**config.mk**
```make
export PLATFORM = sky130hd
export DESIGN_NAME = control_sequencer
export DESIGN_NICKNAME = d
export VERILOG_FILES = /design/src/rtl/mini_src_pkg.sv /design/src/rtl/opcode_class_decode.sv /design/src/rtl/control_sequencer.sv
export SDC_FILE = /design/constraint.sdc
export NUM_CORES = 1
export LEC_CHECK = 0
export BUFFER_PORTS_ARGS = -buffer_cell sky130_fd_sc_hd__buf_2
export CORE_MARGIN = 2
export CORE_UTILIZATION = 47
export CTS_CLUSTER_DIAMETER = 100
export DETAILED_ROUTE_END_ITERATION = 6
export HOLD_SLACK_MARGIN = 0.06
export PLACE_DENSITY = 0.86
export SYNTH_ARGS = -nofsm -noshare
export SYNTH_HDL_FRONTEND = slang
export SYNTH_HIERARCHICAL = 1
export SYNTH_SLANG_ARGS = --single-unit
```
**constraint.sdc**
```tcl
create_clock -name clock -period 6 [get_ports clock]
set_clock_uncertainty 0.15 [all_clocks]
set_input_delay 1.2 -clock clock [delete_from_list [all_inputs] [get_ports clock]]
set_output_delay 1.2 -clock clock [all_outputs]
set_load 0.02 [all_outputs]
```
**src/rtl/mini_src_pkg.sv**
```systemverilog
// Shared constants for the Mini SRC control path: opcodes, ALU codes,
// instruction classes and the sequencer state encodings.
package mini_src_pkg;

  localparam logic [4:0] OP_LD   = 5'b00000;
  localparam logic [4:0] OP_LDI  = 5'b00001;
  localparam logic [4:0] OP_ST   = 5'b00010;
  localparam logic [4:0] OP_ADD  = 5'b00011;
  localparam logic [4:0] OP_SUB  = 5'b00100;
  localparam logic [4:0] OP_SHR  = 5'b00101;
  localparam logic [4:0] OP_SHL  = 5'b00110;
  localparam logic [4:0] OP_AND  = 5'b01001;
  localparam logic [4:0] OP_OR   = 5'b01010;
  localparam logic [4:0] OP_ADDI = 5'b01011;
  localparam logic [4:0] OP_ANDI = 5'b01100;
  localparam logic [4:0] OP_ORI  = 5'b01101;
  localparam logic [4:0] OP_HALT = 5'b11010;

  localparam logic [4:0] ALU_OP_ADD = 5'b00011;
  localparam logic [4:0] ALU_OP_AND = 5'b01001;
  localparam logic [4:0] ALU_OP_OR  = 5'b01010;

  typedef enum logic [2:0] {
    CLS_NOP  = 3'd0,
    CLS_R    = 3'd1,
    CLS_I    = 3'd2,
    CLS_LDI  = 3'd3,
    CLS_LD   = 3'd4,
    CLS_ST   = 3'd5,
    CLS_HALT = 3'd6
  } op_class_t;

  localparam logic [4:0] ST_RST  = 5'd0;
  localparam logic [4:0] ST_T0   = 5'd1;
  localparam logic [4:0] ST_T1   = 5'd2;
  localparam logic [4:0] ST_T2   = 5'd3;
  localparam logic [4:0] ST_R3   = 5'd4;
  localparam logic [4:0] ST_R4   = 5'd5;
  localparam logic [4:0] ST_R5   = 5'd6;
  localparam logic [4:0] ST_I3   = 5'd7;
  localparam logic [4:0] ST_I4   = 5'd8;
  localparam logic [4:0] ST_I5   = 5'd9;
  localparam logic [4:0] ST_A3   = 5'd10;
  localparam logic [4:0] ST_A4   = 5'd11;
  localparam logic [4:0] ST_A5   = 5'd12;
  localparam logic [4:0] ST_L5   = 5'd13;
  localparam logic [4:0] ST_L6   = 5'd14;
  localparam logic [4:0] ST_L7   = 5'd15;
  localparam logic [4:0] ST_S5   = 5'd16;
  localparam logic [4:0] ST_S6   = 5'd17;
  localparam logic [4:0] ST_S7   = 5'd18;
  localparam logic [4:0] ST_HALT = 5'd19;

endpackage

```
**src/rtl/opcode_class_decode.sv**
```systemverilog
// Maps the IR opcode field onto the execute-sequence family it selects.
module opcode_class_decode
  import mini_src_pkg::*;
#(
  parameter int OPCODE_W = 5
) (
  input  logic [OPCODE_W-1:0] opcode,
  output op_class_t           op_class
);

  always_comb begin
    op_class = CLS_NOP;
    case (opcode)
      OP_ADD, OP_SUB, OP_SHR, OP_SHL, OP_AND, OP_OR: op_class = CLS_R;
      OP_ADDI, OP_ANDI, OP_ORI:                      op_class = CLS_I;
      OP_LDI:                                        op_class = CLS_LDI;
      OP_LD:                                         op_class = CLS_LD;
      OP_ST:                                         op_class = CLS_ST;
      OP_HALT:                                       op_class = CLS_HALT;
      default:                                       op_class = CLS_NOP;
    endcase
  end

endmodule

```
**src/rtl/control_sequencer.sv**
```systemverilog
// Moore control FSM for the Mini SRC datapath: fetch, execute and memory
// handshake sequencing, with all strobes decoded from the current state.
module control_sequencer
  import mini_src_pkg::*;
#(
  parameter int               OPCODE_W = 5,
  parameter int               STATE_W  = 5,
  parameter logic [OPCODE_W-1:0] ALU_ADD = 5'b00011
) (
  input  logic                clock,
  input  logic                clear,
  input  logic [31:0]         ir,
  input  logic                mem_done,
  input  logic                stop,
  output logic                gra,
  output logic                grb,
  output logic                grc,
  output logic                rin,
  output logic                rout,
  output logic                baout,
  output logic                cout,
  output logic                pc_out,
  output logic                pc_in,
  output logic                inc_pc,
  output logic                mar_in,
  output logic                mdr_in,
  output logic                mdr_out,
  output logic                read,
  output logic                write,
  output logic                ir_in,
  output logic                y_in,
  output logic                z_in,
  output logic                zlow_out,
  output logic [OPCODE_W-1:0] alu_op,
  output logic                run,
  output logic [STATE_W-1:0]  state_dbg
);

  logic [STATE_W-1:0]  state_q;
  logic [STATE_W-1:0]  state_d;
  logic [STATE_W-1:0]  done_next;
  logic [OPCODE_W-1:0] opcode;
  op_class_t           op_class;
  logic                unused_ir_bits;

  assign opcode         = ir[31 -: OPCODE_W];
  assign unused_ir_bits = ^ir[31-OPCODE_W:0];

  opcode_class_decode #(.OPCODE_W(OPCODE_W)) u_decode (
    .opcode   (opcode),
    .op_class (op_class)
  );

  // stop is only consulted on the edge that retires an instruction
  assign done_next = stop ? ST_HALT : ST_T0;

  always_comb begin
    state_d = state_q;
    case (state_q)
      ST_RST: state_d = ST_T0;
      ST_T0:  state_d = ST_T1;
      ST_T1:  if (mem_done) state_d = ST_T2;
      ST_T2: begin
        case (op_class)
          CLS_R:                   state_d = ST_R3;
          CLS_I:                   state_d = ST_I3;
          CLS_LDI, CLS_LD, CLS_ST: state_d = ST_A3;
          CLS_HALT:                state_d = ST_HALT;
          default:                 state_d = ST_T0;
        endcase
      end
      ST_R3:  state_d = ST_R4;
      ST_R4:  state_d = ST_R5;
      ST_R5:  state_d = done_next;
      ST_I3:  state_d = ST_I4;
      ST_I4:  state_d = ST_I5;
      ST_I5:  state_d = done_next;
      ST_A3:  state_d = ST_A4;
      ST_A4: begin
        case (op_class)
          CLS_LD:  state_d = ST_L5;
          CLS_ST:  state_d = ST_S5;
          default: state_d = ST_A5;
        endcase
      end
      ST_A5:  state_d = done_next;
      ST_L5:  state_d = ST_L6;
      ST_L6:  if (mem_done) state_d = ST_L7;
      ST_L7:  state_d = done_next;
      ST_S5:  state_d = ST_S6;
      ST_S6:  state_d = ST_S7;
      ST_S7:  if (mem_done) state_d = done_next;
      ST_HALT: state_d = ST_HALT;
      default: state_d = ST_RST;
    endcase
  end

  always_ff @(posedge clock) begin
    if (clear) state_q <= ST_RST;
    else       state_q <= state_d;
  end

  always_comb begin
    gra      = 1'b0;
    grb      = 1'b0;
    grc      = 1'b0;
    rin      = 1'b0;
    rout     = 1'b0;
    baout    = 1'b0;
    cout     = 1'b0;
    pc_out   = 1'b0;
    pc_in    = 1'b0;
    inc_pc   = 1'b0;
    mar_in   = 1'b0;
    mdr_in   = 1'b0;
    mdr_out  = 1'b0;
    read     = 1'b0;
    write    = 1'b0;
    ir_in    = 1'b0;
    y_in     = 1'b0;
    z_in     = 1'b0;
    zlow_out = 1'b0;
    alu_op   = '0;
    run      = (state_q != ST_HALT);
    case (state_q)
      ST_T0: begin pc_out = 1'b1; mar_in = 1'b1; inc_pc = 1'b1; z_in = 1'b1; alu_op = ALU_ADD; end
      ST_T1: begin zlow_out = 1'b1; pc_in = 1'b1; read = 1'b1; mdr_in = 1'b1; end
      ST_T2: begin mdr_out = 1'b1; ir_in = 1'b1; end
      ST_R3, ST_I3: begin grb = 1'b1; rout = 1'b1; y_in = 1'b1; end
      ST_R4: begin grc = 1'b1; rout = 1'b1; z_in = 1'b1; alu_op = opcode; end
      ST_I4: begin
        cout = 1'b1;
        z_in = 1'b1;
        case (opcode)
          OP_ANDI: alu_op = ALU_OP_AND;
          OP_ORI:  alu_op = ALU_OP_OR;
          default: alu_op = ALU_ADD;
        endcase
      end
      ST_R5, ST_I5, ST_A5: begin zlow_out = 1'b1; gra = 1'b1; rin = 1'b1; end
      ST_A3: begin grb = 1'b1; baout = 1'b1; y_in = 1'b1; end
      ST_A4: begin cout = 1'b1; z_in = 1'b1; alu_op = ALU_ADD; end
      ST_L5, ST_S5: begin zlow_out = 1'b1; mar_in = 1'b1; end
      ST_L6: begin read = 1'b1; mdr_in = 1'b1; end
      ST_L7: begin mdr_out = 1'b1; gra = 1'b1; rin = 1'b1; end
      ST_S6: begin gra = 1'b1; rout = 1'b1; mdr_in = 1'b1; end
      ST_S7: write = 1'b1;
      default: ;
    endcase
  end

  assign state_dbg = state_q;

endmodule

```
After elaboration in Yosys (flattened, before gate mapping)
Memory sizes are Yosys's and may differ from the RTL's.
Index checks and enable logic that the tools add are counted.
{"block": "totals", "reg_bits": 5, "input_bits": 36, "mem_count": 1, "rom_bits": 96, "out_inout_bits": 30}
{"block": "classes", "eq_ne": 31, "n_reduce_logical": 15, "mux": 26}
{"memory": "(name not given)", "depth": 32, "width": 3, "rd": 1, "rd_ports_with_merged_regs": 0, "write_ports": 0, "line_no": "opcode_class_decode.sv:13", "text": "case (opcode)"}
{"operator": "5-bit one-hot mux with 17 select lines", "n": 1}
{"operator": "5-bit by 4-bit == test with 1-bit output (second input constant)", "n": 10}
{"operator": "5-bit by 3-bit == test with 1-bit output (second input constant)", "n": 4}
{"operator": "5-bit == test (second input constant)", "n": 4}
{"operator": "5-bit two-way mux", "n": 4}
{"operator": "5-bit one-hot mux with 4 select lines", "n": 1}
{"operator": "1-bit two-way mux", "n": 17}
{"operator": "5-bit one-hot mux with 3 select lines", "n": 1}
{"operator": "3-bit OR reduction", "n": 4}
{"operator": "4-bit OR reduction", "n": 3}
{"operator": "5-bit by 2-bit == test with 1-bit output (second input constant)", "n": 2}
{"operator": "5-bit one-hot mux with 2 select lines", "n": 1}
{"operator": "3-bit == test (second input constant)", "n": 3}
{"operator": "4-bit one-hot mux with 2 select lines", "n": 1}
{"operator": "2-bit OR reduction", "n": 4}
{"operator": "3-bit by 2-bit == test with 1-bit output (second input constant)", "n": 2}
{"operator": "2-bit != test (second input constant)", "n": 3}
{"operator": "6-bit OR reduction", "n": 1}
{"operator": "5-bit by 1-bit == test with 1-bit output (second input constant)", "n": 1}
{"operator": "5-bit zero test", "n": 1}
{"operator": "5-bit != test (second input constant)", "n": 1}
{"operator": "5-bit OR reduction", "n": 1}
{"operator": "3-bit by 1-bit == test with 1-bit output (second input constant)", "n": 1}
{"operator": "3-bit AND reduction", "n": 1}

Longest topological paths before layout
An unclocked memory read counts as a cell.
{"block": "logic_depth", "depth_word": 5, "mapped_depth": 10}

Cells and area by module
The synthesis kept the hierarchy.
{"module": "control_sequencer", "seq_area_each_um2": 100.1, "area_per_inst_um2": 940.9, "instances": 1, "cells_per_inst": 145}
{"module": "opcode_class_decode", "seq_area_each_um2": 0.0, "area_per_inst_um2": 150.1, "instances": 1, "cells_per_inst": 19}

Worst setup path before layout
No wires, ideal clock.
{"block": "synth_path", "path_type": "input port to output port", "from": "input ir[28]", "to": "output alu_op[1]", "path_slack_ns": 2.664, "n_path_buf": 0, "arrival_time_ns": 1.986, "stages": 4, "path_cell_list": "nor4bb_1 > inv_1 > o21ai_0 > nand3_1"}
{"block": "synth_between", "elab_chain_cells": 3, "word_cells_on_any_way": 4, "cone_classes": "2 x eq/ne; 2 x mux"}
{"item": "start, declared", "line_no": "control_sequencer.sv:12", "text": "input logic [31:0] ir,"}
{"item": "5-bit by 4-bit == test with 1-bit output", "line_no": "control_sequencer.sv:134", "text": "case (opcode)"}
{"item": "4-bit one-hot mux with 2 select lines", "line_no": "control_sequencer.sv:134"}
{"item": "5-bit one-hot mux with 3 select lines (*)", "line_no": "control_sequencer.sv:125", "text": "case (state_q)"}
{"item": "end, declared", "line_no": "control_sequencer.sv:34", "text": "output logic [OPCODE_W-1:0] alu_op,"}
Every way passes the cells marked *; elsewhere a longest branch is shown, timed or not.

Final worst setup path
{"block": "layout_path", "from": "input ir[30]", "to": "output alu_op[1]"}
{"block": "layout_between", "elab_chain_cells": 3, "word_cells_on_any_way": 4, "cone_classes": "2 x eq/ne; 2 x mux"}
{"item": "5-bit by 4-bit == test with 1-bit output", "line_no": "control_sequencer.sv:134"}
{"item": "4-bit one-hot mux with 2 select lines (*)", "line_no": "control_sequencer.sv:134"}
{"item": "5-bit one-hot mux with 3 select lines (*)", "line_no": "control_sequencer.sv:125"}
Marked as above.

==> results.yml <==
outcome:
  status: "complete, no violations"
power:
  static-leakage-power_uw: 0.0005943
  post-layout-total-power_uw: 214.6
  power-per-cell-area_mw_per_mm2: 170.0
  ir_drop_mv: 0.1508
yosys:
  number_of_enable_flip_flop_cells_after_synthesis: 0
  synth_area_per_cell_um2: 6.653
  ys_dominant_reg_cell: "sky130_fd_sc_hd__dfxtp_1"
  syn_area_mm2: 0.001091
  synth-async-reset-ratio: 0
  yosys_register_bits: 5
  seq_area_frac_synth: 0.09174
  number_of_instances_in_the_synthesized_netlist: 164
  synth_nets: 204
  yosysWarningCount: 6
  synth.lib_cells_used.distinct: 54
clock_network:
  cts_root_buf: "sky130_fd_sc_hd__clkbuf_4"
  clk_pin_slew_worst_paths_ns: 0.04
  holdBufCountCts: 0
  worstSkewPairLatency_ns: 0.24
  number_of_buffers_created_by_cts: 3
  post-cts-setup-buffers: 0
  deepest_clock_path_buffer_count: 2
  cts_tree: "done"
  clock_sinks: 5
  cts_htree_levels: 1
  number_of_resized_instances_in_the_post_cts_repair_step: 0
placed_design:
  final_wtd_congestion: 0.8732
  port_buffers: 38
  dp_hpwl_um: 2163
min_path:
  timing.hold.worst.class: "reg2reg"
  hold_start: "state_dbg[4]"
setup_path:
  cp.required_ns: 4.65
  worstSetupEndpointType: "primary output"
  crit_path_start: "ir[30]"
  startpoint_type: "input pin"
  crit_arrival_ns: 2.34
  critPathKind: "in2out"
  worst-path-buf-inv: 3
  crit_path_max_fanout: 9
  critical-path-top-cell-by-count: "sky130_fd_sc_hd__buf_2"
  critical-path-slowest-cell: "sky130_fd_sc_hd__nor4bb_1"
  timing.critical_path.cells: "buf_2 > nor4bb_1 > inv_1 > o21ai_0 > nand3_1 > buf_2"
  critical_path.reg2reg.startpoint: "state_dbg[0]"
  cp_top_family: "simple AND/OR/NAND/NOR gates"
  cpPeakStageDelay_ns: 0.45
route:
  detail_route.first_pass.iterations: 5
  ant_nets: 0
  avgViaCountPerCell: 5.968
  drt_first_iter_violations: 71
  drc: 0
  detail_route.wl_per_cell_um: 13.43
  drt_wl_total_um: 2968
  route.vias.total: 1319
timing:
  finalSetupTns_ns: 0
  rsz_0062_raised_after_global_routing: "false"
  tightestPinTransition_ns: 0.8470
  finalCriticalPeriod_ns: 3.691
  min_period_over_period: 0.6151
  max_slew_margin: 0.4345
  max_freq_ghz: 0.2709
  report.final.setup_viol: 0
  slew_violations: 0
  finalHoldViolations: 0
floorplanning:
  fp-row-count: 17
  fp.dieArea_mm2: 0.002723
  initial_core_utilization: 0.4932
  design.portCount: 66
  die-width_um: 52.18
  chipHeight_um: 52.18
  floorplan.core_area_mm2: 0.002212
final_layout:
  fin_nets: 234
  post_route_cells_drive_above_1_share: 0.2798
  layout-area-overhead-vs-synth_pct: 15.71
  largest_register_ff_count: 5
  antenna_cells_inserted: 0
  fillerInstances: 227
grt:
  grt_pass1_wl_um: 4650
  initial_antenna_violation_count: 0
  grt_max_degree: 27
  vias_in_the_first_global_route: 1025
  grt_remaining_overflow: 0
  gr-usage-all-layers: 0.2179
run:
  max_cap_viol_count: 0
[worst register-to-register path, stage by stage, from the launching register on]
cell,delay (ns)
sky130_fd_sc_hd__dfxtp_1,0.82
sky130_fd_sc_hd__nand2b_1,0.39
sky130_fd_sc_hd__a21boi_1,0.26
sky130_fd_sc_hd__o32ai_2,0.12
sky130_fd_sc_hd__nor4_1,0.32
sky130_fd_sc_hd__a221oi_1,0.13
[metrics by stage]
stage	utilization	cell area (um2)	std cells	hold WS (ns)	setup WS (ns)
final	0.5707	1262	221	0.7179	2.309
after global routing	0.5707	1262	221	0.7589	2.193
after CTS	0.5707	1262	221	0.7073	2.298
after detailed placement	0.5588	1236	217	0.7036	2.302
after global placement	0.5588	1236	217	0.6902	2.351
after floorplan	-	1091	164	0.6379	2.664
[area by class of cell]
class,instances,area [um2],share of cell area
inverter,8,32.53,0.02577
timing repair buffer,39,197.7,0.1566
tap,28,35.03,0.02775
clock buffer,4,26.28,0.02081
sequential,5,100.1,0.07929
multi-input combinational,137,870.8,0.6898
[cells in the mapped netlist (2+ instances only)]
cell type | count | area share
sky130_fd_sc_hd__a31oi_1 | 5 | 0.029
sky130_fd_sc_hd__buf_6 | 2 | 0.021
sky130_fd_sc_hd__o21ai_1 | 4 | 0.018
sky130_fd_sc_hd__a21boi_1 | 2 | 0.014
sky130_fd_sc_hd__buf_2 | 10 | 0.046
sky130_fd_sc_hd__o21a_1 | 2 | 0.014
sky130_fd_sc_hd__and3_1 | 6 | 0.034
sky130_fd_sc_hd__ha_1 | 4 | 0.046
sky130_fd_sc_hd__dfxtp_1 | 5 | 0.092
sky130_fd_sc_hd__nor2_1 | 21 | 0.072
sky130_fd_sc_hd__nor4_1 | 3 | 0.017
sky130_fd_sc_hd__a21oi_1 | 11 | 0.050
sky130_fd_sc_hd__inv_1 | 6 | 0.021
sky130_fd_sc_hd__buf_4 | 2 | 0.014
sky130_fd_sc_hd__nor3_1 | 9 | 0.041
sky130_fd_sc_hd__o22ai_1 | 2 | 0.011
sky130_fd_sc_hd__nor2b_1 | 3 | 0.017
sky130_fd_sc_hd__o211ai_1 | 2 | 0.014
sky130_fd_sc_hd__mux2i_1 | 4 | 0.037
sky130_fd_sc_hd__nand2_1 | 13 | 0.045
sky130_fd_sc_hd__nand2b_1 | 5 | 0.029
sky130_fd_sc_hd__xnor2_1 | 3 | 0.024
sky130_fd_sc_hd__and2_1 | 2 | 0.011
sky130_fd_sc_hd__o21ai_0 | 5 | 0.023
sky130_fd_sc_hd__a2bb2oi_1 | 2 | 0.016
sky130_fd_sc_hd__nand3_1 | 3 | 0.014
[cells in the final DEF, fill, tap and decap left out, drive strengths merged, types with 3 or more instances in the layout]
cell type and count:
and3 6, inv 8, nand2 14, o21ai 9, clkbuf 4, a31oi 5
a21oi 12, nand2b 5, buf 39, nor2 23, nor3 9, dfxtp 5
xnor2 3, nor2b 3, mux2i 4, nand3 3, ha 4, nor4 4
[final timing paths]
path / to / slack, ns / cells after the start
setup / recovery: alu_op[1] / 2.31 / 6
hold / removal: state_dbg[2] / 0.72 / 2
setup reg to reg: state_dbg[1] / 3.67 / 5
hold reg to reg: state_dbg[2] / 0.72 / 2
[routing by layer]
metal,routed length [um],vias to the layer above,GRT usage
met4,2,0,0.02564
met5,0,-,0
li1,-,656,-
met1,1313,595,0.3113
met3,221,2,0.008571
met2,1431,66,0.3734
[cell families after synthesis]
logic type | Yosys count | share of synthesized area
multiplexers | 4 | 0.03670
AO/OA/AOI/OAI | 49 | 0.3096
flip-flops | 5 | 0.09175
buffers and inverters | 22 | 0.1101
AND/OR/NAND/NOR | 76 | 0.3739
XOR/XNOR | 4 | 0.03212
adder cells (fa/ha/maj) | 4 | 0.04587
[power by group]
| group | switching [uW] | leakage (uW) | total, uW | internal, uW |
|---|---|---|---|---|
| clock network | 12.8 | 0.0000150 | 37.8 | 25.1 |
| logic | 77.0 | 0.000538 | 123 | 45.7 |
| registers | 17.9 | 0.0000409 | 54.1 | 36.2 |
Note: power is estimated with default switching activity, not from simulation.
